## src/rtl/bsg_manycore_vscale_trace_pkg.sv

```systemverilog
// Shared types for the vscale writeback trace checker.
package bsg_manycore_vscale_trace_pkg;

    localparam int unsigned RegW  = 5;
    localparam int unsigned DataW = 32;

    // One expected writeback: destination register and data.
    typedef struct packed {
        logic [RegW-1:0]  rd;
        logic [DataW-1:0] data;
    } wb_rec_s;

    typedef enum logic [1:0] {
        ERR_NONE      = 2'd0,
        ERR_MISMATCH  = 2'd1,
        ERR_UNDERFLOW = 2'd2,
        ERR_TIMEOUT   = 2'd3
    } err_code_e;

    typedef enum logic [1:0] {
        ST_RUN   = 2'd0,
        ST_DONE  = 2'd1,
        ST_ERROR = 2'd2
    } state_e;

endpackage

```

## src/rtl/bsg_manycore_vscale_wb_exp_fifo.sv

```systemverilog
// Expected-record FIFO: els_p-entry, one read and one write port, head always visible.
module bsg_manycore_vscale_wb_exp_fifo
    import bsg_manycore_vscale_trace_pkg::*;
#(
    parameter int unsigned els_p = 16
) (
    input  logic    clk_i,
    input  logic    reset_n_i,
    input  logic    push_i,
    input  wb_rec_s data_i,
    input  logic    pop_i,
    output logic    full_o,
    output logic    empty_o,
    output wb_rec_s head_o
);

    localparam int unsigned PtrW = $clog2(els_p);
    localparam int unsigned CntW = PtrW + 1;

    logic [PtrW-1:0] wptr_r;
    logic [PtrW-1:0] rptr_r;
    logic [CntW-1:0] cnt_r;
    wb_rec_s         mem_r [els_p];
    logic            push_ok;
    logic            pop_ok;

    assign full_o  = (cnt_r == CntW'(els_p));
    assign empty_o = (cnt_r == '0);
    assign push_ok = push_i & ~full_o;
    assign pop_ok  = pop_i & ~empty_o;
    assign head_o  = mem_r[rptr_r];

    // Pointer and occupancy update; simultaneous push and pop leaves occupancy unchanged.
    always_ff @(posedge clk_i or negedge reset_n_i) begin
        if (!reset_n_i) begin
            wptr_r <= '0;
            rptr_r <= '0;
            cnt_r  <= '0;
        end else begin
            if (push_ok) wptr_r <= wptr_r + PtrW'(1);
            if (pop_ok)  rptr_r <= rptr_r + PtrW'(1);
            cnt_r <= cnt_r + CntW'(push_ok) - CntW'(pop_ok);
        end
    end

    // Storage array; contents are don't-care while the FIFO is empty.
    always_ff @(posedge clk_i) begin
        if (push_ok) mem_r[wptr_r] <= data_i;
    end

endmodule

```

## config.mk

```make
export PLATFORM = sky130hd
export DESIGN_NAME = bsg_manycore_vscale_wb_exp_fifo
export DESIGN_NICKNAME = d
export VERILOG_FILES = /design/src/rtl/bsg_manycore_vscale_trace_pkg.sv /design/src/rtl/bsg_manycore_vscale_wb_exp_fifo.sv
export SDC_FILE = /design/constraint.sdc
export NUM_CORES = 1
export LEC_CHECK = 0
export CAP_MARGIN = 20
export CORE_MARGIN = 5
export CORE_UTILIZATION = 35
export DETAILED_ROUTE_END_ITERATION = 7
export SLEW_MARGIN = 15
export SYNTH_ARGS = -nofsm -noshare
export SYNTH_HDL_FRONTEND = slang
export SYNTH_SLANG_ARGS = --single-unit
export TNS_END_PERCENT = 5
```

## constraint.sdc

```tcl
create_clock -name clk_i -period 13.8 [get_ports clk_i]
set_input_delay 2.76 -clock clk_i [delete_from_list [all_inputs] [get_ports clk_i]]
set_output_delay 2.76 -clock clk_i [all_outputs]
set_load 0.01 [all_outputs]
```

# Word-level counts from Yosys, hierarchy flattened
# Memory sizes are Yosys's and may differ from the RTL's.
# Cells that the tools add are included.
# op_classes
n_eq_ne,1
reduce_logical,1
bitwise_logic,4
addsub,4
n_mux,2
# op_table
op,n
$add A4 B1 Y4 const B,2
$add A5 B1 Y5,1
$eq A5 B5 Y1 const B,1
$logic_not A5 Y1,1
$sub A5 B1 Y5,1
$and A1 B1 Y1,2
$mux W1,2
$not A1 Y1,2
# totals
input_bits,41
register_bits,13
wordCells,16
mem_bits_rw,592
memories,1
output_inout_bits,39
# memory_table
memory,words,word_bits,read_ports,rd_ports_with_merged_regs,write_ports,line,rtl
mem_r,16,37,1,0,1,bsg_manycore_vscale_wb_exp_fifo.sv:23,wb_rec_s mem_r [els_p];

# Depth between registers and ports, before layout
# Gate-level depths: netlist (run 1).
# depth
depth_word,5
mapped_depth,14
mapped_depth_nobuf,13

# Worst setup path after synthesis (run 1)
# OpenSTA, ideal clock, no wires.
# synth_timing
path_type,in2reg
start,in push_i
end,mem mem_r[0][0] (netlist bit) (enable)
setup_time_ns,0.524
n_path_buf,1
required_ns,13.276
stages,4
t_arrival_ns,6.654
slack_ns,6.622
path_cell_list,nor2b_1 > clkbuf_2 > inv_2 > nor4_1
# synth_via
elab_chain_len,3
# synth_lines
element,line,rtl
start: declaration,bsg_manycore_vscale_wb_exp_fifo.sv:9,"input logic push_i,"
$and A1 B1 Y1,bsg_manycore_vscale_wb_exp_fifo.sv:29,assign push_ok = push_i & ~full_o;
$mux W1,bsg_manycore_vscale_wb_exp_fifo.sv:48,if (push_ok) mem_r[wptr_r] <= data_i;
$mux W1 (implied by the code),bsg_manycore_vscale_wb_exp_fifo.sv:48,
end: declaration,bsg_manycore_vscale_wb_exp_fifo.sv:23,
# No other way between the ends.

==> results.ini, run 1 <==
[sta]
setup_tns_ps=0
max_slew_margin_pct=27.1
rsz0062_at_grt=false
setup_viol=0
skew_ps=13.7
holdWs_ps=551
min_period_over_period_pct=50.0
hold_viol=0
tightest_slew_ps=1090
report.final.slew_viol_count=0
fmax_mhz=145
period_minus_slack_ps=6910

[global_route]
grt-busiest-layer=met2
met3_usage_pct=2.79
grtUsageMet1_pct=20.5
overflow=0
met2_usage_pct=22.6
grt_pass1_wl_mm=76.7
antenna_found_initial=2
grt_max_degree=139
grt.total_usage_pct=14.2
grt_pass1_vias=11788

[layout]
final_cell_count_no_fill=2164
nets=1305
diodes=0
area_growth_pct=15.7
design_area_sq_um=27100
drive_gt1_share_pct=16.2

[pwr]
vdd_drop_max_v=0.000190
p_leak_nw=8.86
powerDensity_nw_per_um2=208

[synthesis]
synth-edff-count=592
async_reset_ff_share_pct=2.15
syn_nets=1201
synth_flop_cell=edfxtp_1
syn-cell-area_sq_um=23400
yosysUniqueCellTypes=33
synthTopCellsByArea=edfxtp_1, mux4_2, mux2i_1
synth_warnings=0
syn_inst=1148
synth_top_area_cell=edfxtp_1
yosysSeqAreaShare_pct=77.3
synth.avg_cell_area_sq_um=20.4
synth_top_area_share_pct=75.9
synth_seq_cells=605

[clock_network]
hold_buffers=0
cts_buffers=59
cts_resized=0
ctsRootBufferMaster=clkbuf_16
clock_path_buffers=3
cts_tree=built
clk_latency_ps=600
clk_pin_slew_ps=60
cts_sinks=605
cts_setup_buffers=0
htree_levels=2

[setup_path]
rr_endpoint=mem_r[10][25]
rr_startpoint=cnt_r[2]
startpoint_type=flop
path_max_fanout=138
end_kind=output port
arrival_ps=4150
cp.required_ps=11040
r2r_setup_slack_ps=10250
critical_path_class=reg2out
worst-r2r-cell-count=8

[floorplanning]
core_sq_um=66100
std_cell_rows=94
dieArea_sq_um=72200
die_w_um=269
initial_core_util_pct=35.4
ioPinCount=80
die_h_um=269

[placed_design]
numPlacedInstances=2055
port_buffers=79
place_area_sq_um=25200
dpl.hpwl_mm=26.0
gp_congestion=0.704

[routing]
route.vias.total=11249
drc=0
drtIter0Drc=869
wl_per_cell_um=23.7
antenna_left=0
firstDrtPassIters=5
wl_mm=51.3
vias_per_cell=5.20

[worst_hold_path]
min_to=cnt_r[0]
holdCritStartpoint=cnt_r[0]
whs_path_depth=1
hold_path.class=reg2reg

[job]
maxCapViolations=0

[run_status]
status=finished clean

-- flip-flops by register name, summed over array words and instances, names as in the netlist --
name / cells
wptr_r: 4
cnt_r: 5
mem_r: 592
rptr_r: 4
-- worst max path at each step --
stage | from | slack (ps) | cells after the start | end
floorplan | push_i | 6620 | 4 | mem_r[0][0]
global placement | rptr_r[0] | 7470 | 7 | head_o[13]
detailed placement | rptr_r[0] | 7450 | 7 | head_o[4]
CTS | rptr_r[0] | 6780 | 7 | head_o[13]
global route | rptr_r[0] | 6570 | 7 | head_o[12]
finish | rptr_r[0] | 6890 | 7 | head_o[13]
-- worst max-delay path, stage by stage, from the launching register on --
cell and delay (ps):
dfrtp_4 420, buf_12 770, buf_4 830, mux2i_1 200, a221oi_1 400, o21ai_0 140
nand2_1 190, clkdlybuf4s50_1 570
-- cells in the mapped netlist (3+ instances only) --
| master | instances |
|---|---|
| edfxtp_1 | 592 |
| o21ai_0 | 38 |
| buf_1 | 9 |
| a221oi_1 | 74 |
| dfrtp_1 | 13 |
| xor2_1 | 3 |
| ha_1 | 11 |
| nand2_1 | 40 |
| nor4_1 | 4 |
| mux2i_1 | 148 |
| inv_1 | 11 |
| a22oi_1 | 37 |
| nor2_1 | 6 |
| buf_2 | 10 |
| buf_6 | 17 |
| clkbuf_1 | 24 |
| mux4_2 | 74 |
| xnor2_1 | 7 |
| nor2b_1 | 3 |
| and2_1 | 9 |
-- layer usage --
layer,part of all wire (%),vias up
met2,48,259
li1,-,4985
met5,0.051,-
met4,1.8,4
met3,5.3,72
met1,45,5929
-- where the power goes --
part / leakage [nW] / switching [mW] / total, mW / internal, mW
clock network: 0.914 / 0.657 / 1.56 / 0.899
registers: 5.50 / 0.0700 / 2.29 / 2.22
logic: 2.45 / 1.02 / 1.79 / 0.775
-- cell families (layout without fill, tap and decap cells) --
logic type	Yosys count	after routing	synth area share (%)
multiplexers	223	223	13.5
AO/OA/AOI/OAI	152	152	4.84
XOR/XNOR	10	10	0.374
adder cells (fa/ha/maj)	12	12	0.673
buffers and inverters	77	229	1.92
AND/OR/NAND/NOR	69	69	1.39
flip-flops	605	605	77.3
-- cells in the final DEF, fill, tap and decap left out, types with 2 or more instances in the layout --
master / instances
nor4_2: 4
mux2i_1: 148
bufinv_16: 5
clkbuf_16: 61
nor2_4: 4
and2_2: 9
clkinvlp_4: 4
xor2_1: 3
buf_4: 27
a22oi_1: 37
a21oi_1: 2
clkbuf_1: 10
xnor2_1: 7
clkinv_2: 10
inv_2: 2
clkdlybuf4s50_1: 79
dfrtp_2: 2
nand2_1: 40
ha_1: 11
a221oi_1: 74
o21ai_0: 38
nor2b_1: 2
inv_1: 11
dfrtp_4: 2
nor2_1: 2
nand3_1: 2
clkinv_1: 16
edfxtp_1: 592
nor3b_1: 2
dfrtp_1: 9
mux4_2: 74
-- through the flow --
stage,setup slack [ps],util [%],power [mW]
6_report,6890,41.0,5.64
5_1_grt,6570,41.0,5.93
4_1_cts,6780,41.0,5.72
3_5_place_dp,7450,38.1,4.16
3_3_place_gp,7470,38.1,4.14
2_1_floorplan,6620,-,3.49
-- layout make-up --
cell class                      instances  area [sq um]
Tap cell                              864          1080
Clock buffer                           71          1560
Sequential cell                       605         18100
Clock inverter                         38           324
Inverter                               13          48.8
Timing Repair Buffer                  107          1010
Multi-Input combinational cell        466          4940
Fill cell                            5809         39000
Power figures use the tool's default switching activity.
==> run 2: changes to the inputs <==
Clock period 13.8 ns to 6.4 ns, I/O delays scaled along.
==> run 2 against run 1 <==
Final area increased by 0.38%. Wire length increased by 5.1%. Sequential share of layout area down 0.25 points. Critical path depth fell by 1. Power increased by 120%. Global-route usage grew 0.66 points. Register-to-register slack lost 7400 ps. Highest routed layer unchanged.
==> results.ini, run 2 (synthesized netlist as in run 1, its figures left out) <==
[layout]
utilization_pct=41.1
layout_commonest_cell=edfxtp_1
diodes=0
top_register=mem_r
final_cell_mix=edfxtp_1, mux2i_1, clkdlybuf4s50_1
reg_top3=mem_r x592, cnt_r x5
largest_register_ffs=592
nets=1311
area_growth_pct=16.1
final_cell_count_no_fill=2168
drive_gt1_share_pct=16.6

[setup_path]
end_kind=output port
r2r_setup_slack_ps=2880
path_max_fanout=47
startpoint_type=flop
startpoint=rptr_r[1]
critical_path_class=reg2out
cp.required_ps=5120
rr_startpoint=cnt_r[3]
arrival_ps=3960

[clock_network]
hold_buffers=0
cts_resized=0
ctsRootBufferMaster=clkbuf_16
cts_setup_buffers=0
cts_sinks=605
htree_levels=2
clk_latency_ps=630
cts_tree=built
cts_buffers=61
clk_pin_slew_ps=60
clock_path_buffers=3

[pwr]
p_sw_share_pct=31.4
vdd_drop_max_v=0.000267
pwr-share-seq_pct=41.2
p_clk_share_pct=27.9
p_leak_nw=8.93
total_power_mw=12.3
p_int_mw=8.45
powerDensity_nw_per_um2=453
power.switching_mw=3.87
comb_power_share_pct=30.9

[floorplanning]
std_cell_rows=94
die_h_um=269
initial_core_util_pct=35.4
dieArea_sq_um=72200
core_sq_um=66100
ioPinCount=80
die_w_um=269

[sta]
rsz0062_at_grt=false
setup_viol=0
skew_ps=23.7
period_minus_slack_ps=5240
setup_tns_ps=0
holdWs_ps=545
fmax_mhz=191
min_period_over_period_pct=81.9
report.final.slew_viol_count=0
hold_viol=0
max_slew_margin_pct=26.9
tightest_slew_ps=1090

[placed_design]
numPlacedInstances=2059
port_buffers=79
dpl.hpwl_mm=28.8
gp_congestion=0.720

[routing]
vias_per_cell=5.26
firstDrtPassIters=5
drtIter0Drc=924
route.vias.total=11398
wl_mm=53.9
wl_per_cell_um=24.9
drc=0
antenna_left=0

[worst_hold_path]
hold_path.class=reg2reg
holdCritStartpoint=cnt_r[0]

[global_route]
grt.total_usage_pct=14.8
overflow=0
grt_pass1_vias=11776
grt_pass1_wl_mm=79.2
grt_max_degree=55
antenna_found_initial=2

[run_status]
status=finished clean

[job]
maxCapViolations=0

-- run 2: cell types whose count changed in the layout (fill, tap and decap cells not counted), sizes merged --
cell,previous run,this run
buf,28,32
inv,14,17
clkinvlp,4,1
-- run 2: layout make-up --
type	instances	area, sq um
Inverter	13	48.8
Timing Repair Buffer	111	1080
Tap cell	864	1080
Fill cell	5802	38900
Multi-Input combinational cell	466	4940
Clock inverter	38	338
Clock buffer	71	1590
Sequential cell	605	18100
-- run 2: final timing paths --
kind / to / cells after the start
min in group asynchronous: rptr_r[0] / 1
min reg2reg: cnt_r[0] / 1
min: cnt_r[0] / 1
max: head_o[35] / 6
max reg2reg: mem_r[6][14] / 8
max in group asynchronous: rptr_r[1] / 1
-- run 2: worst max-delay path, cell delays in order, from the launching register on --
cell,delay (ps)
dfrtp_4,950
and2_2,890
buf_12,350
a221oi_1,160
o21ai_0,230
nand2_1,170
clkdlybuf4s50_1,520
-- run 2: through the flow --
step           setup slack (ps)  instance area [sq um]
3_3_place_gp               1820                  25300
4_1_cts                    1120                  27200
2_1_floorplan               702                  23400
3_5_place_dp               1820                  25300
6_report                   1160                  27200
5_1_grt                     953                  27200
-- run 2: routing by layer --
layer	up-vias	track usage, %	wire length (um)
li1	4996	-	-
met3	74	2.75	2640
met4	4	3.28	963
met1	6050	20.4	23600
met5	-	0	23
met2	274	24.9	26700
-- run 2: power groups by stage --
stage          clock (mW)  combinational (mW)  sequential, mW
4_1_cts              3.51                3.89            5.09
3_3_place_gp            0                3.84            5.15
3_5_place_dp            0                3.88            5.17
6_report             3.44                3.81            5.08
2_1_floorplan           0                2.56            4.95
5_1_grt              3.68                4.10            5.12
==> run 3: changes to the inputs <==
Clock period 6.4 ns to 4.87 ns, I/O delays scaled along.
==> run 3 against run 2 <==
Critical path depth is the same. Via count increased by 0.66%. Global-route usage barely moved. Final area grew 1.4%. Sequential share of layout area fell by 0.94 points. Power grew 36%. Cell count rose by 0.46%. Sequential power up 30%. Count of clock-buffer cells in the layout up 14. Largest power group unchanged. Clock skew decreased by 7.2 ps. Hold slack worse by 1.3 ps. Clock power up 44%.
==> results.ini, run 3 (synthesized netlist as in run 1, its figures left out) <==
[setup_path]
critical_path_class=reg2out
crit_buf_inv=3
path_delay_family=buffers and inverters
r2r_setup_slack_ps=1590
startpoint_type=flop
end_kind=output port
cp.required_ps=3900
slowest_delay_ps=740
path_cells=inv_2 > buf_4 > a221oi_1 > o21ai_0 > nand2_1 > clkdlybuf4s50_1
rr_startpoint=cnt_r[2]
path_max_fanout=26
rr_endpoint=mem_r[10][20]
worst-r2r-cell-count=8
cp_slowest_cell=dfrtp_2
arrival_ps=3390

[layout]
largest_register_ffs=592
nets=1321
reg_top3=mem_r x592, cnt_r x5
area_growth_pct=17.8
final_cell_mix=edfxtp_1, mux2i_1, clkdlybuf4s50_1
top_register=mem_r
drive_gt1_share_pct=17.3
diodes=0
design_area_sq_um=27600
layout_commonest_cell=edfxtp_1

[pwr]
p_leak_nw=9.09
pwr-share-seq_pct=39.4
p_sw_share_pct=30.7
total_power_mw=16.7
p_clk_share_pct=29.7
comb_power_share_pct=30.9
power.switching_mw=5.13
vdd_drop_max_v=0.000281
p_int_mw=11.6
powerDensity_nw_per_um2=607

[placed_design]
place_area_sq_um=25400
gp_congestion=0.714
port_buffers=79
dpl.hpwl_mm=28.7

[floorplanning]
die_h_um=269
core_sq_um=66100
std_cell_rows=94
ioPinCount=80
initial_core_util_pct=35.4
die_w_um=269
dieArea_sq_um=72200

[global_route]
overflow=0
antenna_found_initial=0
grt_max_degree=54
grt_pass1_wl_mm=79.6
grt.total_usage_pct=14.8
grt_pass1_vias=12100

[clock_network]
cts_sinks=605
cts_setup_buffers=0
clock_path_buffers=3
cts_tree=built
htree_levels=3
cts_resized=0
cts_buffers=66
clk_latency_ps=580
clk_pin_slew_ps=60
hold_buffers=0
ctsRootBufferMaster=clkbuf_16

[sta]
rsz0062_at_grt=false
tightest_slew_ps=817
skew_ps=16.5
setup_viol=0
period_minus_slack_ps=4360
report.final.slew_viol_count=0
fmax_mhz=229
min_period_over_period_pct=89.5
max_slew_margin_pct=45.5
hold_viol=0
holdWs_ps=544

[worst_hold_path]
min_to=cnt_r[0]
hold_path.class=reg2reg
holdCritStartpoint=cnt_r[0]
whs_path_depth=1

[routing]
vias_per_cell=5.27
antenna_left=0
drc=0
wl_mm=53.4
route.vias.total=11473
drtIter0Drc=946
firstDrtPassIters=5
wl_per_cell_um=24.5

[job]
maxCapViolations=0

[run_status]
status=finished clean

## run 3: changes by cell type in the layout (fill, tap and decap cells not counted), sizes merged
cell / previous run / this run
bufinv: 5 / 6
clkinv: 28 / 20
clkbuf: 71 / 85
inv: 17 / 13
clkinvlp: 1 / 3
buf: 32 / 37
## run 3: per-stage QoR
stage / utilization, % / TNS (ps) / std cells / worst slack, ps
after floorplan: - / -77190 / 1148 / -522
after global placement: 38.4 / 0 / 2064 / 1110
after detailed placement: 38.4 / 0 / 2064 / 973
after CTS: 41.7 / 0 / 2178 / 491
after global routing: 41.7 / 0 / 2178 / 351
final: 41.7 / 0 / 2178 / 510
## run 3: worst max path at each step
stage               startpoint      endpoint  slack (ps)  cells past startpoint
detailed placement      push_i  mem_r[9][26]         970                      6
finish               rptr_r[3]    head_o[19]         510                      6
global placement        push_i  mem_r[14][2]        1110                      5
CTS                  rptr_r[3]    head_o[19]         490                      6
floorplan               push_i   mem_r[0][0]        -520                      4
global route         rptr_r[2]    head_o[13]         350                      6
## run 3: area by class of cell
class,instances,area [sq um]
repair buffers,116,1230
clock inverters,29,289
inverters,13,48.8
well taps,864,1080
flip-flops and latches,605,18100
fillers,5726,38500
multi-input cells,466,4940
clock buffers,85,1870
## run 3: worst reg2reg max path, stage by stage (launching register included)
cell      delay, ps
dfrtp_1         370
inv_1            70
ha_1            210
and4bb_1        220
nor2b_1         500
inv_2           220
nor3b_1         370
and2_2          680
buf_4           340
## run 3: power by group through the flow
stage / Combinational [mW] / Sequential (mW) / Clock [mW]
floorplan: 3.37 / 6.51 / 0
global placement: 5.26 / 6.68 / 0
detailed placement: 5.29 / 6.70 / 0
CTS: 5.30 / 6.60 / 5.07
global route: 5.60 / 6.64 / 5.31
finish: 5.18 / 6.59 / 4.96
## run 3: layer usage
| metal | part of all wire (%) | track usage, % |
|---|---|---|
| met1 | 45 | 21.1 |
| met2 | 48 | 23.9 |
| met3 | 4.6 | 2.42 |
| met4 | 1.9 | 4.26 |
| met5 | 0 | 0 |
